`src/rtl/fu_issue_arbiter_pkg.sv`:
```
// Shared FU identifiers and widths for the issue queue and the issue arbiter.
// The FU id field is FU_ID_W bits wide; any id at or above FU_COUNT is treated as "no unit".
package fu_issue_arbiter_pkg;

    localparam int FU_ID_W  = 2;
    localparam int FU_COUNT = 3;

    typedef enum logic [FU_ID_W-1:0] {
        FU_ALU0 = 2'd0,
        FU_ALU1 = 2'd1,
        FU_LSU  = 2'd2,
        FU_NONE = 2'd3
    } fu_id_e;

    function automatic logic fu_in_range(input logic [FU_ID_W-1:0] fu, input int n_fu);
        return int'(fu) < n_fu;
    endfunction

endpackage

```
`src/rtl/fu_issue_arbiter_rr_find_first.sv`:
```
// Rotating-priority find-first: returns the first set bit of req_vec at or after start_idx,
// wrapping from WIDTH-1 back to 0.
module rr_find_first #(
    parameter int WIDTH = 16,
    parameter int IDX_W = 4
) (
    input  logic [WIDTH-1:0] req_vec,
    input  logic [IDX_W-1:0] start_idx,
    output logic             found,
    output logic [IDX_W-1:0] idx
);

    int scan_j;

    // Walk the offsets from farthest to nearest so the nearest hit is the one that sticks.
    always_comb begin
        found  = 1'b0;
        idx    = '0;
        scan_j = 0;
        for (int k = WIDTH - 1; k >= 0; k--) begin
            scan_j = int'(start_idx) + k;
            if (scan_j >= WIDTH) begin
                scan_j = scan_j - WIDTH;
            end
            if (req_vec[scan_j]) begin
                found = 1'b1;
                idx   = IDX_W'(scan_j);
            end
        end
    end

endmodule

```
`src/rtl/fu_issue_arbiter.sv`:
```
// Dual-issue arbiter: picks up to two ready issue-queue entries per cycle, one per FU,
// with round-robin fairness and a down-counter modelling LSU occupancy.
module fu_issue_arbiter
    import fu_issue_arbiter_pkg::*;
#(
    parameter int RS_SIZE  = 16,
    parameter int RS_IDX   = 4,
    parameter int FU_ARRAY = FU_COUNT,
    parameter int FU_SIZE  = FU_ID_W,
    parameter int LSU_LAT  = 2
) (
    input  logic                       clk,
    input  logic                       rst,
    input  logic [RS_SIZE-1:0]         req_valid_in,
    input  logic [FU_SIZE*RS_SIZE-1:0] req_fu_in,
    input  logic [FU_ARRAY-1:0]        fu_ready_in,
    input  logic                       flush_in,
    output logic                       grant_valid1_out,
    output logic                       grant_valid2_out,
    output logic [RS_IDX-1:0]          grant_idx1_out,
    output logic [RS_IDX-1:0]          grant_idx2_out,
    output logic [FU_SIZE-1:0]         grant_fu1_out,
    output logic [FU_SIZE-1:0]         grant_fu2_out,
    output logic [RS_SIZE-1:0]         grant_vec_out,
    output logic [FU_ARRAY-1:0]        fu_busy_out
);

    localparam int                CNT_W      = (LSU_LAT > 1) ? $clog2(LSU_LAT) : 1;
    localparam logic [CNT_W-1:0]  LSU_RELOAD = CNT_W'(LSU_LAT - 1);
    localparam logic [FU_SIZE-1:0] LSU_ID    = FU_SIZE'(FU_LSU);

    logic [RS_IDX-1:0]  rr_ptr;
    logic [RS_IDX-1:0]  rr_ptr_d;
    logic [CNT_W-1:0]   lsu_cnt;

    logic [FU_SIZE-1:0] entry_fu [RS_SIZE];
    logic [RS_SIZE-1:0] eligible;
    logic [RS_SIZE-1:0] slot2_mask;
    logic [FU_ARRAY-1:0] fu_busy;

    logic               s1_found;
    logic               s2_found;
    logic [RS_IDX-1:0]  s1_idx;
    logic [RS_IDX-1:0]  s2_idx;
    logic [RS_IDX-1:0]  s2_start;
    logic               s1_valid;
    logic               s2_valid;
    logic [FU_SIZE-1:0] s1_fu;
    logic [FU_SIZE-1:0] s2_fu;
    logic [RS_SIZE-1:0] grant_vec_d;
    logic               lsu_grant;

    function automatic logic [RS_IDX-1:0] wrap_inc(input logic [RS_IDX-1:0] x);
        if (int'(x) == RS_SIZE - 1) begin
            return '0;
        end
        return x + 1'b1;
    endfunction

    for (genvar g = 0; g < RS_SIZE; g++) begin : g_entry_fu
        assign entry_fu[g] = req_fu_in[FU_SIZE*g +: FU_SIZE];
    end

    // Only the LSU has multi-cycle occupancy; the ALUs are fully pipelined.
    always_comb begin
        fu_busy = '0;
        if (FU_ARRAY > int'(FU_LSU)) begin
            fu_busy[FU_LSU] = (lsu_cnt != '0);
        end
    end

    assign fu_busy_out = fu_busy;

    // Entries granted last cycle are masked so the issue queue has time to drop them.
    always_comb begin
        eligible = '0;
        for (int i = 0; i < RS_SIZE; i++) begin
            if (fu_in_range(entry_fu[i], FU_ARRAY)) begin
                eligible[i] = req_valid_in[i]
                            & fu_ready_in[entry_fu[i]]
                            & ~fu_busy[entry_fu[i]]
                            & ~grant_vec_out[i];
            end
        end
    end

    rr_find_first #(
        .WIDTH (RS_SIZE),
        .IDX_W (RS_IDX)
    ) u_find_slot1 (
        .req_vec   (eligible),
        .start_idx (rr_ptr),
        .found     (s1_found),
        .idx       (s1_idx)
    );

    assign s1_valid = s1_found;
    assign s1_fu    = s1_valid ? entry_fu[s1_idx] : '0;

    // Slot 2 resumes the scan just past slot 1; entries between rr_ptr and slot 1
    // are already known to be ineligible, so the wrap-around cannot pick them.
    always_comb begin
        slot2_mask = '0;
        for (int i = 0; i < RS_SIZE; i++) begin
            slot2_mask[i] = eligible[i] & (entry_fu[i] != s1_fu);
        end
    end

    assign s2_start = wrap_inc(s1_idx);

    rr_find_first #(
        .WIDTH (RS_SIZE),
        .IDX_W (RS_IDX)
    ) u_find_slot2 (
        .req_vec   (slot2_mask),
        .start_idx (s2_start),
        .found     (s2_found),
        .idx       (s2_idx)
    );

    assign s2_valid = s1_found & s2_found;
    assign s2_fu    = s2_valid ? entry_fu[s2_idx] : '0;

    always_comb begin
        grant_vec_d = '0;
        if (s1_valid) begin
            grant_vec_d[s1_idx] = 1'b1;
        end
        if (s2_valid) begin
            grant_vec_d[s2_idx] = 1'b1;
        end
    end

    always_comb begin
        rr_ptr_d = rr_ptr;
        if (s2_valid) begin
            rr_ptr_d = wrap_inc(s2_idx);
        end else if (s1_valid) begin
            rr_ptr_d = wrap_inc(s1_idx);
        end
    end

    assign lsu_grant = (s1_valid && (s1_fu == LSU_ID)) || (s2_valid && (s2_fu == LSU_ID));

    always_ff @(posedge clk or posedge rst) begin
        if (rst) begin
            grant_valid1_out <= 1'b0;
            grant_valid2_out <= 1'b0;
            grant_idx1_out   <= '0;
            grant_idx2_out   <= '0;
            grant_fu1_out    <= '0;
            grant_fu2_out    <= '0;
            grant_vec_out    <= '0;
            rr_ptr           <= '0;
            lsu_cnt          <= '0;
        end else if (flush_in) begin
            grant_valid1_out <= 1'b0;
            grant_valid2_out <= 1'b0;
            grant_idx1_out   <= '0;
            grant_idx2_out   <= '0;
            grant_fu1_out    <= '0;
            grant_fu2_out    <= '0;
            grant_vec_out    <= '0;
            rr_ptr           <= '0;
            lsu_cnt          <= '0;
        end else begin
            grant_valid1_out <= s1_valid;
            grant_valid2_out <= s2_valid;
            grant_idx1_out   <= s1_valid ? s1_idx : '0;
            grant_idx2_out   <= s2_valid ? s2_idx : '0;
            grant_fu1_out    <= s1_fu;
            grant_fu2_out    <= s2_fu;
            grant_vec_out    <= grant_vec_d;
            rr_ptr           <= rr_ptr_d;
            if (lsu_grant) begin
                lsu_cnt <= LSU_RELOAD;
            end else if (lsu_cnt != '0) begin
                lsu_cnt <= lsu_cnt - 1'b1;
            end
        end
    end

endmodule

```
`config.mk`:
```
export PLATFORM = sky130hd
export DESIGN_NAME = fu_issue_arbiter
export DESIGN_NICKNAME = d
export VERILOG_FILES = /design/src/rtl/fu_issue_arbiter_pkg.sv /design/src/rtl/fu_issue_arbiter_rr_find_first.sv /design/src/rtl/fu_issue_arbiter.sv
export SDC_FILE = /design/constraint.sdc
export NUM_CORES = 1
export LEC_CHECK = 0
export CAP_MARGIN = 20
export CORE_UTILIZATION = 55
export DETAILED_ROUTE_END_ITERATION = 12
export PLACE_DENSITY = 0.8
export SLEW_MARGIN = 20
export SYNTH_ARGS = -nofsm -noshare
export SYNTH_HDL_FRONTEND = slang
export SYNTH_SLANG_ARGS = --single-unit
```
`constraint.sdc`:
```
create_clock -name clk -period 9.7 [get_ports clk]
set_input_delay 1.94 -clock clk [delete_from_list [all_inputs] [get_ports clk]]
set_output_delay 1.94 -clock clk [all_outputs]
set_load 0.005 [all_outputs]
```
==> flow_metrics.env, run 1 <==
export IMPL_io_pins=87
export IMPL_io_buffers=84
export IMPL_synth_edf_count=0
export IMPL_postCtsHoldBufs=0
export IMPL_fp_dieH_um=131
export IMPL_synth_cell_type_count=116
export IMPL_gp_congestion=1.12
export IMPL_yosysWarnings=0
export IMPL_dpl_hpwl_mm=34.2
export IMPL_syn_area_per_cell_um2=7.39
export IMPL_worst_endpoint="lsu_cnt$_DFF_PP0_/D"
export IMPL_rows=46
export IMPL_worst_ep_kind="register input"
export IMPL_grt_max_degree=37
export IMPL_synth_flop_cell="dfrtp_1"
export IMPL_cts_buffers=5
export IMPL_haltStage="5_1_grt"
export IMPL_synth_seq_cells=35
export IMPL_die_w_um=131
export IMPL_ctsLongestPathBuffers=2
export IMPL_initial_core_util_pct=56.8
export IMPL_grt_overflow_total=79
export IMPL_grt_util_all_layers_pct=76.6
export IMPL_htreeDepth=2
export IMPL_outcome="aborted with a tool error"
export IMPL_tool_error="[ERROR GRT-0232] Routing congestion too high. Check the congestion heatmap in the GUI."
export IMPL_clockRootBuffer="clkbuf_16"
export IMPL_synth_area_um2=9130
export IMPL_synth_cells=1235
export IMPL_async_flop_share_pct=100
export IMPL_yosysSeqAreaShare_pct=9.60
export IMPL_cts_sinks=35
[cell families after synthesis]
logic type / share of synthesized area (%)
buffers and inverters: 5.74
and+or+nand+nor: 27.5
muxes: 14.0
xor gates and xnor gates: 4.76
DFF: 9.60
other: 0.0411
AOI/OAI and AO/OA: 35.3
adders and majority gates: 3.02
[synth_stat cells, types with 10 or more instances]
master / n / share of area (%)
a2111o_1: 11 / 1.4
a211oi_1: 27 / 2.2
a21o_1: 10 / 0.82
a21oi_1: 74 / 4.1
a22oi_1: 22 / 1.8
a2bb2oi_1: 10 / 0.96
a31oi_1: 11 / 0.75
and2_1: 21 / 1.4
buf_2: 12 / 0.66
clkbuf_1: 44 / 1.8
dfrtp_1: 35 / 9.6
ha_1: 22 / 3.0
inv_1: 28 / 1.2
mux2_2: 15 / 1.9
mux2i_1: 69 / 7.6
mux4_2: 12 / 3.0
nand2_1: 98 / 4.0
nand2b_1: 34 / 2.3
nand3_1: 49 / 2.7
nor2_1: 135 / 5.6
nor2b_1: 24 / 1.6
nor3_1: 40 / 2.2
o211ai_1: 17 / 1.4
o21a_1: 11 / 0.90
o21ai_0: 47 / 2.6
o21ai_1: 11 / 0.60
o22ai_1: 23 / 1.6
or3_1: 15 / 1.0
or3b_1: 11 / 1.1
xnor2_1: 34 / 3.3
xor2_1: 10 / 0.96
[per-stage QoR]
stage               hold WS [ns]  setup slack (ns)  instance area, µm²  instances  util (%)
CTS                        0.862            0.0124               13000       1829      81.2
global placement           0.852            -0.590               12600       1811      78.4
floorplan                  0.844            0.0400                9150       1236         -
detailed placement         0.855            -0.675               12600       1811      78.4
[metal layers]
layer,track usage [%],overflow
met1,75.7,0
met2,93.0,41
met3,61.1,2
met4,77.3,34
met5,40.3,2
[timing repair]
action                     in CTS
gates cloned                    1
gates resized for setup        47
pin swaps                      15
setup endpoints to repair      23
setup buffers                   9
==> inputs of run 2 (changes only) <==
- CORE_UTILIZATION: 55 -> 40
- PLACE_DENSITY: 0.8 -> default
- PLACE_DENSITY_LB_ADDON: default -> 0.15
- clock period: 9.7 -> 12.6 ns (I/O delays scaled with it)
==> flow_metrics.env, run 2 <==
export IMPL_outcome="complete, no violations"
export IMPL_clockRootBuffer="clkbuf_16"
export IMPL_drive_gt1_share_pct=11.1
export IMPL_hp_class="flop to flop"
export IMPL_htreeDepth=2
export IMPL_grt_pass1_wl_mm=58.5
export IMPL_synthSimpleGateAreaFrac_pct=27.5
export IMPL_start_kind="input pin"
export IMPL_finalCritPeriodShare_pct=95.3
export IMPL_worstSkewPairLatency_ns=0.27
export IMPL_regMostFlops="grant_vec_out"
export IMPL_vias=10600
export IMPL_rsz0062_at_grt="no"
export IMPL_finalClockSkew_ns=0.00136
export IMPL_yosysTopAreaCellShare_pct=9.60
export IMPL_grt_util_all_layers_pct=31.8
export IMPL_yosysWarnings=0
export IMPL_cts_tree="built"
export IMPL_yosysSeqAreaShare_pct=9.60
export IMPL_grt_busiest_layer="met2"
export IMPL_relSlewSlack_pct=20.6
export IMPL_place_ws_ns=0.522
export IMPL_cp_num_buf_inv=5
export IMPL_max_freq_mhz=83.3
export IMPL_viasPerCell=6.77
export IMPL_drtPass1Iterations=9
export IMPL_dpl_hpwl_mm=29.6
export IMPL_critical_path_top_delay_family="compound AO/OA/AOI/OAI gates"
export IMPL_cts_buffers=5
export IMPL_ctsLongestPathBuffers=2
export IMPL_synth_area_leader_cell="dfrtp_1"
export IMPL_die_area_um2=23400
export IMPL_ff2ff_path_depth=31
export IMPL_critPathSlowestCell="a2111oi_2"
export IMPL_setup_violations=0
export IMPL_synth_area_mux_share_pct=14.0
export IMPL_gp_congestion=1.02
export IMPL_initial_core_util_pct=41.3
export IMPL_register_area_um2=876
export IMPL_synth_xor_area_share_pct=4.76
export IMPL_place_area_um2=10200
export IMPL_synth_area_um2=9130
export IMPL_critPathMaxStageDelay_ns=0.85
export IMPL_synth_area_leaders="dfrtp_1, mux2i_1, nor2_1"
export IMPL_drt_iter0_markers=1092
export IMPL_antenna_found_initial=0
export IMPL_slew_viol_final=0
export IMPL_antenna_left=0
export IMPL_crit_type="input pin to flop"
export IMPL_fp_dieH_um=153
export IMPL_die_w_um=153
export IMPL_synth_top_family_by_area="compound AO/OA/AOI/OAI gates"
export IMPL_layout_nets=1358
export IMPL_multi_input_area_um2=7780
export IMPL_end_kind="flop"
export IMPL_async_flop_share_pct=100
export IMPL_grt_pass1_vias=9933
export IMPL_synthMostInstantiatedCell="nor2_1"
export IMPL_final_area_um2=10400
export IMPL_largest_reg_flops=16
export IMPL_syn2layout_area_growth_pct=13.5
export IMPL_drcViolationCount=0
export IMPL_mostFrequentLayoutCells="nor2_1, nand2_1, clkdlybuf4s50_1"
export IMPL_nFillCells=2215
export IMPL_core_um2=22100
export IMPL_fin_setup_tns_ns=0
export IMPL_cts_setup_buffers=0
export IMPL_synth_fa_ha_area_share_pct=3.02
export IMPL_cp_arrival_ns=12.16
export IMPL_synth_cells=1235
export IMPL_synth_common_cells="nor2_1, nand2_1, a21oi_1"
export IMPL_mostFrequentLayoutCell="nor2_1"
export IMPL_grt_overflow_total=0
export IMPL_synth_flop_cell="dfrtp_1"
export IMPL_antenna_cells=0
export IMPL_cp_max_fo=22
export IMPL_rows=54
export IMPL_cp_depth=33
export IMPL_synth_cell_type_count=116
export IMPL_io_buffers=84
export IMPL_wirelength_mm=38.3
export IMPL_grtUsageMet1_pct=42.1
export IMPL_routedWlPerCell_um=24.5
export IMPL_synth_edf_count=0
export IMPL_maxCapViolCount=0
export IMPL_synth_compound_area_share_pct=35.3
export IMPL_hold_violations=0
export IMPL_min_period_ns=12.00
export IMPL_cts_sinks=35
export IMPL_tightest_slew_ns=1.18
export IMPL_worstHoldPathCells=3
export IMPL_syn_area_per_cell_um2=7.39
export IMPL_grt_max_degree=38
export IMPL_synth_seq_cells=35
export IMPL_io_pins=87
export IMPL_fin_ws_ns=0.595
export IMPL_met2_usage_pct=50.2
export IMPL_worst_ep_required_time_ns=12.75
export IMPL_clkTransAtPathRegs_ns=0.05
export IMPL_grt_use_met3_pct=4.88
run 2: cell counts after synthesis:
No cell type changed its count.
run 2: layout make-up:
cell class,count,area share (%)
repair buffers,115,10.4
inverters,36,1.30
clock inverters,3,0.145
flip-flops and latches,35,8.46
clock buffers,5,1.21
multi-input cells,1089,75.1
well taps,280,3.38
run 2: worst paths after layout:
kind                            slack [ns]                end            from
worst min-delay path                  0.82          rr_ptr[3]       rr_ptr[3]
worst min register to register        0.82          rr_ptr[3]       rr_ptr[3]
worst max-delay path                  0.60            lsu_cnt  fu_ready_in[2]
min in group asynchronous             2.64   grant_vec_out[9]             rst
max in group asynchronous             9.66  grant_idx1_out[0]             rst
worst max register to register        2.42            lsu_cnt       rr_ptr[1]
run 2: layer usage:
layer / vias up / wire [µm]
met2: 619 / 16700
met5: - / 0
met4: 0 / 2100
met1: 4976 / 15900
li1: 4830 / -
met3: 151 / 3580
run 2: repair_timing:
item	CTS	global route
hold buffers	0	0
endpoints found under the setup margin	0	2
resized for setup	0	2
endpoints found under the hold margin	0	0
run 2: worst reg2reg max path, delay by kind of cell (launching register included):
| family | cells | cell delay, ns |
|---|---|---|
| multiplexers | 6 | 2.19 |
| buffers and inverters | 4 | 1.20 |
| AO/OA/AOI/OAI | 8 | 1.20 |
| flip-flops | 1 | 0.35 |
| adder cells (fa/ha/maj) | 1 | 0.48 |
| XOR/XNOR | 1 | 0.96 |
| AND/OR/NAND/NOR | 11 | 3.66 |
run 2: cells by family after synthesis:
family	Yosys count
AOI/OAI and AO/OA	421
xor gates and xnor gates	47
adders and majority gates	22
buffers and inverters	112
DFF	35
muxes	104
other	1
and+or+nand+nor	493
run 2: stage by stage:
step                instances  hold slack, ns  util, %
floorplan                1236           0.844        -
global placement         1555           0.804     46.1
detailed placement       1555           0.813     46.1
CTS                      1563           0.819     46.8
global route             1563           0.860     46.9
finish                   1563           0.825     46.9
Power of run 2 is left out: the tool's default activity adds up to more than one toggle a clock period on the data nets, which glitch-free logic cannot reach.
==> inputs of run 3 (changes only) <==
- PLACE_DENSITY_LB_ADDON: 0.15 -> default
==> flow_metrics.env, run 3 (synthesis gave the netlist of run 2 again) <==
export IMPL_routedWlPerCell_um=25.1
export IMPL_regMostFlops="grant_vec_out"
export IMPL_end_kind="flop"
export IMPL_postCtsHoldBufs=0
export IMPL_drtPass1Iterations=6
export IMPL_io_buffers=84
export IMPL_cts_sinks=35
export IMPL_vias=10800
export IMPL_initial_core_util_pct=41.3
export IMPL_syn2layout_area_growth_pct=14.5
export IMPL_min_period_ns=11.87
export IMPL_clkTransAtPathRegs_ns=0.06
export IMPL_max_freq_mhz=84.3
export IMPL_mostFrequentLayoutCells="nor2_1, nand2_1, clkdlybuf4s50_1"
export IMPL_grt_overflow_total=0
export IMPL_drcViolationCount=0
export IMPL_io_pins=87
export IMPL_hold_violations=0
export IMPL_cts_setup_buffers=0
export IMPL_antenna_left=0
export IMPL_htreeDepth=2
export IMPL_grt_pass1_vias=10000
export IMPL_grt_max_degree=38
export IMPL_critPathMaxStageDelay_ns=0.82
export IMPL_tightest_slew_ns=1.08
export IMPL_cts_resized=0
export IMPL_layout_nets=1367
export IMPL_gp_congestion=1.04
export IMPL_viasPerCell=6.88
export IMPL_fin_setup_tns_ns=0
export IMPL_relSlewSlack_pct=27.3
export IMPL_worstHoldPathCells=3
export IMPL_setup_violations=0
export IMPL_rsz0062_at_grt="no"
export IMPL_fp_dieH_um=153
export IMPL_mostFrequentLayoutCell="nor2_1"
export IMPL_antenna_cells=0
export IMPL_worst_ep_required_time_ns=12.75
export IMPL_finalClockSkew_ns=0.00421
export IMPL_cp_max_fo=22
export IMPL_largest_reg_flops=16
export IMPL_ctsLongestPathBuffers=2
export IMPL_utilization_pct=47.3
export IMPL_finalCritPeriodShare_pct=94.2
export IMPL_drive_gt1_share_pct=11.7
export IMPL_cp_arrival_ns=12.02
export IMPL_antenna_found_initial=0
export IMPL_maxCapViolCount=0
export IMPL_cts_tree="built"
export IMPL_drt_iter0_markers=1246
export IMPL_outcome="complete, no violations"
export IMPL_grt_pass1_wl_mm=60.3
export IMPL_dpl_hpwl_mm=30.9
export IMPL_wirelength_mm=39.5
export IMPL_rows=54
export IMPL_die_w_um=153
export IMPL_grt_util_all_layers_pct=33.0
export IMPL_slew_viol_final=0
export IMPL_worstSkewPairLatency_ns=0.28
export IMPL_critPathSlowestCell="clkdlybuf4s50_1"
export IMPL_clockRootBuffer="clkbuf_16"
export IMPL_cts_buffers=5
export IMPL_nFillCells=2218
export IMPL_ff2ff_path_depth=39
export IMPL_r2r_setup_slack_ns=2.27
export IMPL_start_kind="input pin"
export IMPL_cpMostUsedCell="mux2i_1"
export IMPL_die_area_um2=23400
export IMPL_hp_class="flop to flop"
export IMPL_crit_type="input pin to flop"
export IMPL_core_um2=22100
-- run 3: layer usage --
metal  vias to the layer above  wire (µm)  global-route usage, %
li1                       4857          -                      -
met1                      5076      16000                   45.1
met2                       771      17400                   52.0
met3                       109       4560                   5.87
met4                         0       1510                   11.0
met5                         -          0                      0
-- run 3: path summary, 6_finish.rpt --
path,startpoint,endpoint
max in group asynchronous,rst,grant_idx1_out[0]
min reg2reg,rr_ptr[3],rr_ptr[3]
max,fu_ready_in[2],grant_fu2_out[0]
max reg2reg,rr_ptr[1],grant_fu2_out[0]
min,rr_ptr[3],rr_ptr[3]
min in group asynchronous,rst,grant_valid2_out
-- run 3: through the flow --
stage	cells	area, µm²	hold slack (ns)	setup WS, ns
final	1572	10500	0.811	0.732
after global routing	1572	10500	0.841	0.191
after CTS	1572	10500	0.805	0.993
after detailed placement	1564	10300	0.796	0.731
after global placement	1564	10300	0.782	0.798
after floorplan	1236	9130	0.844	1.99
-- run 3: cell type report --
type | count | area (µm²) | area share, %
repair buffers | 124 | 1150 | 11.0
flip-flops and latches | 35 | 876 | 8.38
inverters | 36 | 135 | 1.29
well taps | 280 | 350 | 3.35
multi-input cells | 1089 | 7760 | 74.2
clock buffers | 6 | 139 | 1.33
clock inverters | 2 | 38.8 | 0.371
-- run 3: critical path: cells and delay by family --
kind,cells,cell delay [ns]
fa+ha+maj,2,0.65
buf+inv,6,1.90
simple gates,8,2.17
compound gates,15,3.44
mux,6,1.29
Power of run 3 is left out for the same reason.
==> inputs of run 4 (changes only) <==
- ABC_AREA: default -> 1
- SETUP_SLACK_MARGIN: default -> 0.4
==> flow_metrics.env, run 4 <==
export IMPL_drcViolationCount=0
export IMPL_synth_edf_count=0
export IMPL_max_freq_mhz=91.1
export IMPL_antenna_found_initial=0
export IMPL_maxCapViolCount=0
export IMPL_vias=9405
export IMPL_tightest_slew_ns=0.838
export IMPL_r2r_setup_slack_ns=2.89
export IMPL_cts_resized=0
export IMPL_hold_violations=0
export IMPL_viasPerCell=5.76
export IMPL_grt_overflow_total=0
export IMPL_syn2layout_area_growth_pct=14.6
export IMPL_mostFrequentLayoutCell="nand2_1"
export IMPL_finalCritPeriodShare_pct=87.1
export IMPL_initial_core_util_pct=40.9
export IMPL_nFillCells=1942
export IMPL_syn_area_per_cell_um2=5.23
export IMPL_slew_viol_final=0
export IMPL_min_period_ns=10.98
export IMPL_grt_util_all_layers_pct=35.0
export IMPL_core_um2=17300
export IMPL_outcome="complete, no violations"
export IMPL_drtPass1Iterations=7
export IMPL_synth_common_cells="nand2_1, nand3_1, inv_1"
export IMPL_antenna_left=0
export IMPL_yosysTopAreaCellShare_pct=27.6
export IMPL_grt_max_degree=40
export IMPL_ff2ff_path_depth=58
export IMPL_cts_tree="built"
export IMPL_synth_cell_type_count=41
export IMPL_die_w_um=135
export IMPL_synth_area_um2=7070
export IMPL_grt_busiest_layer="met2"
export IMPL_drive_gt1_share_pct=6.61
export IMPL_relSlewSlack_pct=44.2
export IMPL_worstSkewPairLatency_ns=0.29
export IMPL_yosysWarnings=0
export IMPL_regMostFlops="grant_vec_out"
export IMPL_clockRootBuffer="clkbuf_16"
export IMPL_grt_pass1_vias=8580
export IMPL_end_kind="flop"
export IMPL_io_buffers=84
export IMPL_rr_endpoint="lsu_cnt"
export IMPL_postCtsHoldBufs=0
export IMPL_gp_congestion=1.03
export IMPL_fin_setup_tns_ns=0
export IMPL_cts_setup_buffers=0
export IMPL_ctsLongestPathBuffers=2
export IMPL_wirelength_mm=31.3
export IMPL_synth_area_leaders="nand2_1, nand3_1, dfrtp_1"
export IMPL_start_kind="input pin"
export IMPL_htreeDepth=2
export IMPL_r2r_start="rr_ptr[0]"
export IMPL_mostFrequentLayoutCells="nand2_1, nand3_1, inv_1"
export IMPL_synth_seq_cells=35
export IMPL_cts_buffers=5
export IMPL_io_pins=87
export IMPL_crit_type="input pin to flop"
export IMPL_cpMostUsedCell="nand2_1"
export IMPL_rows=48
export IMPL_synthMostInstantiatedCell="nand2_1"
export IMPL_critPathSlowestCell="clkdlybuf4s50_1"
export IMPL_drt_iter0_markers=1227
export IMPL_layout_nets=1482
export IMPL_synth_cells=1352
export IMPL_yosysSeqAreaShare_pct=12.4
export IMPL_grt_use_met3_pct=5.11
export IMPL_async_flop_share_pct=100
export IMPL_met2_usage_pct=54.4
export IMPL_cp_max_fo=30
export IMPL_rsz0062_at_grt="no"
export IMPL_clkTransAtPathRegs_ns=0.07
export IMPL_hp_class="flop to flop"
export IMPL_largest_reg_flops=16
export IMPL_synth_area_leader_cell="nand2_1"
export IMPL_antenna_cells=0
export IMPL_crit_end="lsu_cnt"
export IMPL_routedWlPerCell_um=19.2
export IMPL_critPathMaxStageDelay_ns=0.76
export IMPL_setup_violations=0
export IMPL_finalClockSkew_ns=0.00982
export IMPL_dpl_hpwl_mm=24.5
export IMPL_grt_pass1_wl_mm=48.8
export IMPL_die_area_um2=18200
export IMPL_cp_arrival_ns=11.15
export IMPL_cts_sinks=35
export IMPL_fp_dieH_um=135
export IMPL_worst_ep_required_time_ns=12.78
export IMPL_grtUsageMet1_pct=48.4
export IMPL_worstHoldPathCells=2
export IMPL_crit_start="fu_ready_in[1]"
export IMPL_synth_flop_cell="dfrtp_1"
run 4: layer usage:
metal | vias to the layer above | share of wire, % | routed length (µm)
li1 | 4482 | - | -
met1 | 4210 | 43 | 13400
met2 | 612 | 43 | 13400
met3 | 101 | 9.8 | 3070
met4 | 0 | 4.6 | 1440
met5 | - | 0 | 0
run 4: cell families after synthesis:
kind of cell    Yosys count  share of synthesized area (%)
fa+ha+maj                22                           3.89
simple gates            950                           59.0
compound gates          136                           10.4
xor+xnor                 12                           1.59
other cells               1                         0.0531
flops                    35                           12.4
buf+inv                 196                           12.7
run 4: stage by stage:
| step | hold WS (ns) | utilization [%] | instance area (µm²) | setup slack, ns | std cells |
|---|---|---|---|---|---|
| after global placement | 0.761 | 45.8 | 7930 | 1.60 | 1624 |
| after CTS | 0.773 | 46.8 | 8100 | 1.90 | 1632 |
| after detailed placement | 0.763 | 45.8 | 7930 | 1.62 | 1624 |
| final | 0.776 | 46.8 | 8100 | 1.62 | 1632 |
| after floorplan | 0.651 | - | 7070 | 4.44 | 1353 |
| after global routing | 0.820 | 46.8 | 8100 | 0.907 | 1632 |
run 4: critical path: cells and delay by family:
kind                       cells  cell delay (ns)
AOI/OAI and AO/OA              5             0.91
adders and majority gates      2             0.78
and+or+nand+nor               46             5.01
buffers and inverters          7             1.88
run 4: worst min path at each step:
| stage | slack [ns] | endpoint | start |
|---|---|---|---|
| 4_1_cts | 0.77 | rr_ptr[3] | rr_ptr[3] |
| 6_report | 0.78 | rr_ptr[3] | rr_ptr[3] |
| 3_3_place_gp | 0.76 | rr_ptr[3] | rr_ptr[3] |
| 3_5_place_dp | 0.76 | rr_ptr[3] | rr_ptr[3] |
| 2_1_floorplan | 0.65 | rr_ptr[3] | rr_ptr[3] |
| 5_1_grt | 0.82 | rr_ptr[3] | rr_ptr[3] |
run 4: final cells by class:
class / instances / area, µm² / area share (%)
inverter: 150 / 566 / 6.98
clock buffer: 5 / 125 / 1.54
timing repair buffer: 92 / 901 / 11.1
clock inverter: 3 / 47.5 / 0.587
multi-input combinational: 1122 / 5300 / 65.5
sequential: 35 / 876 / 10.8
tap: 225 / 282 / 3.48
Power of run 4 is left out for the same reason.
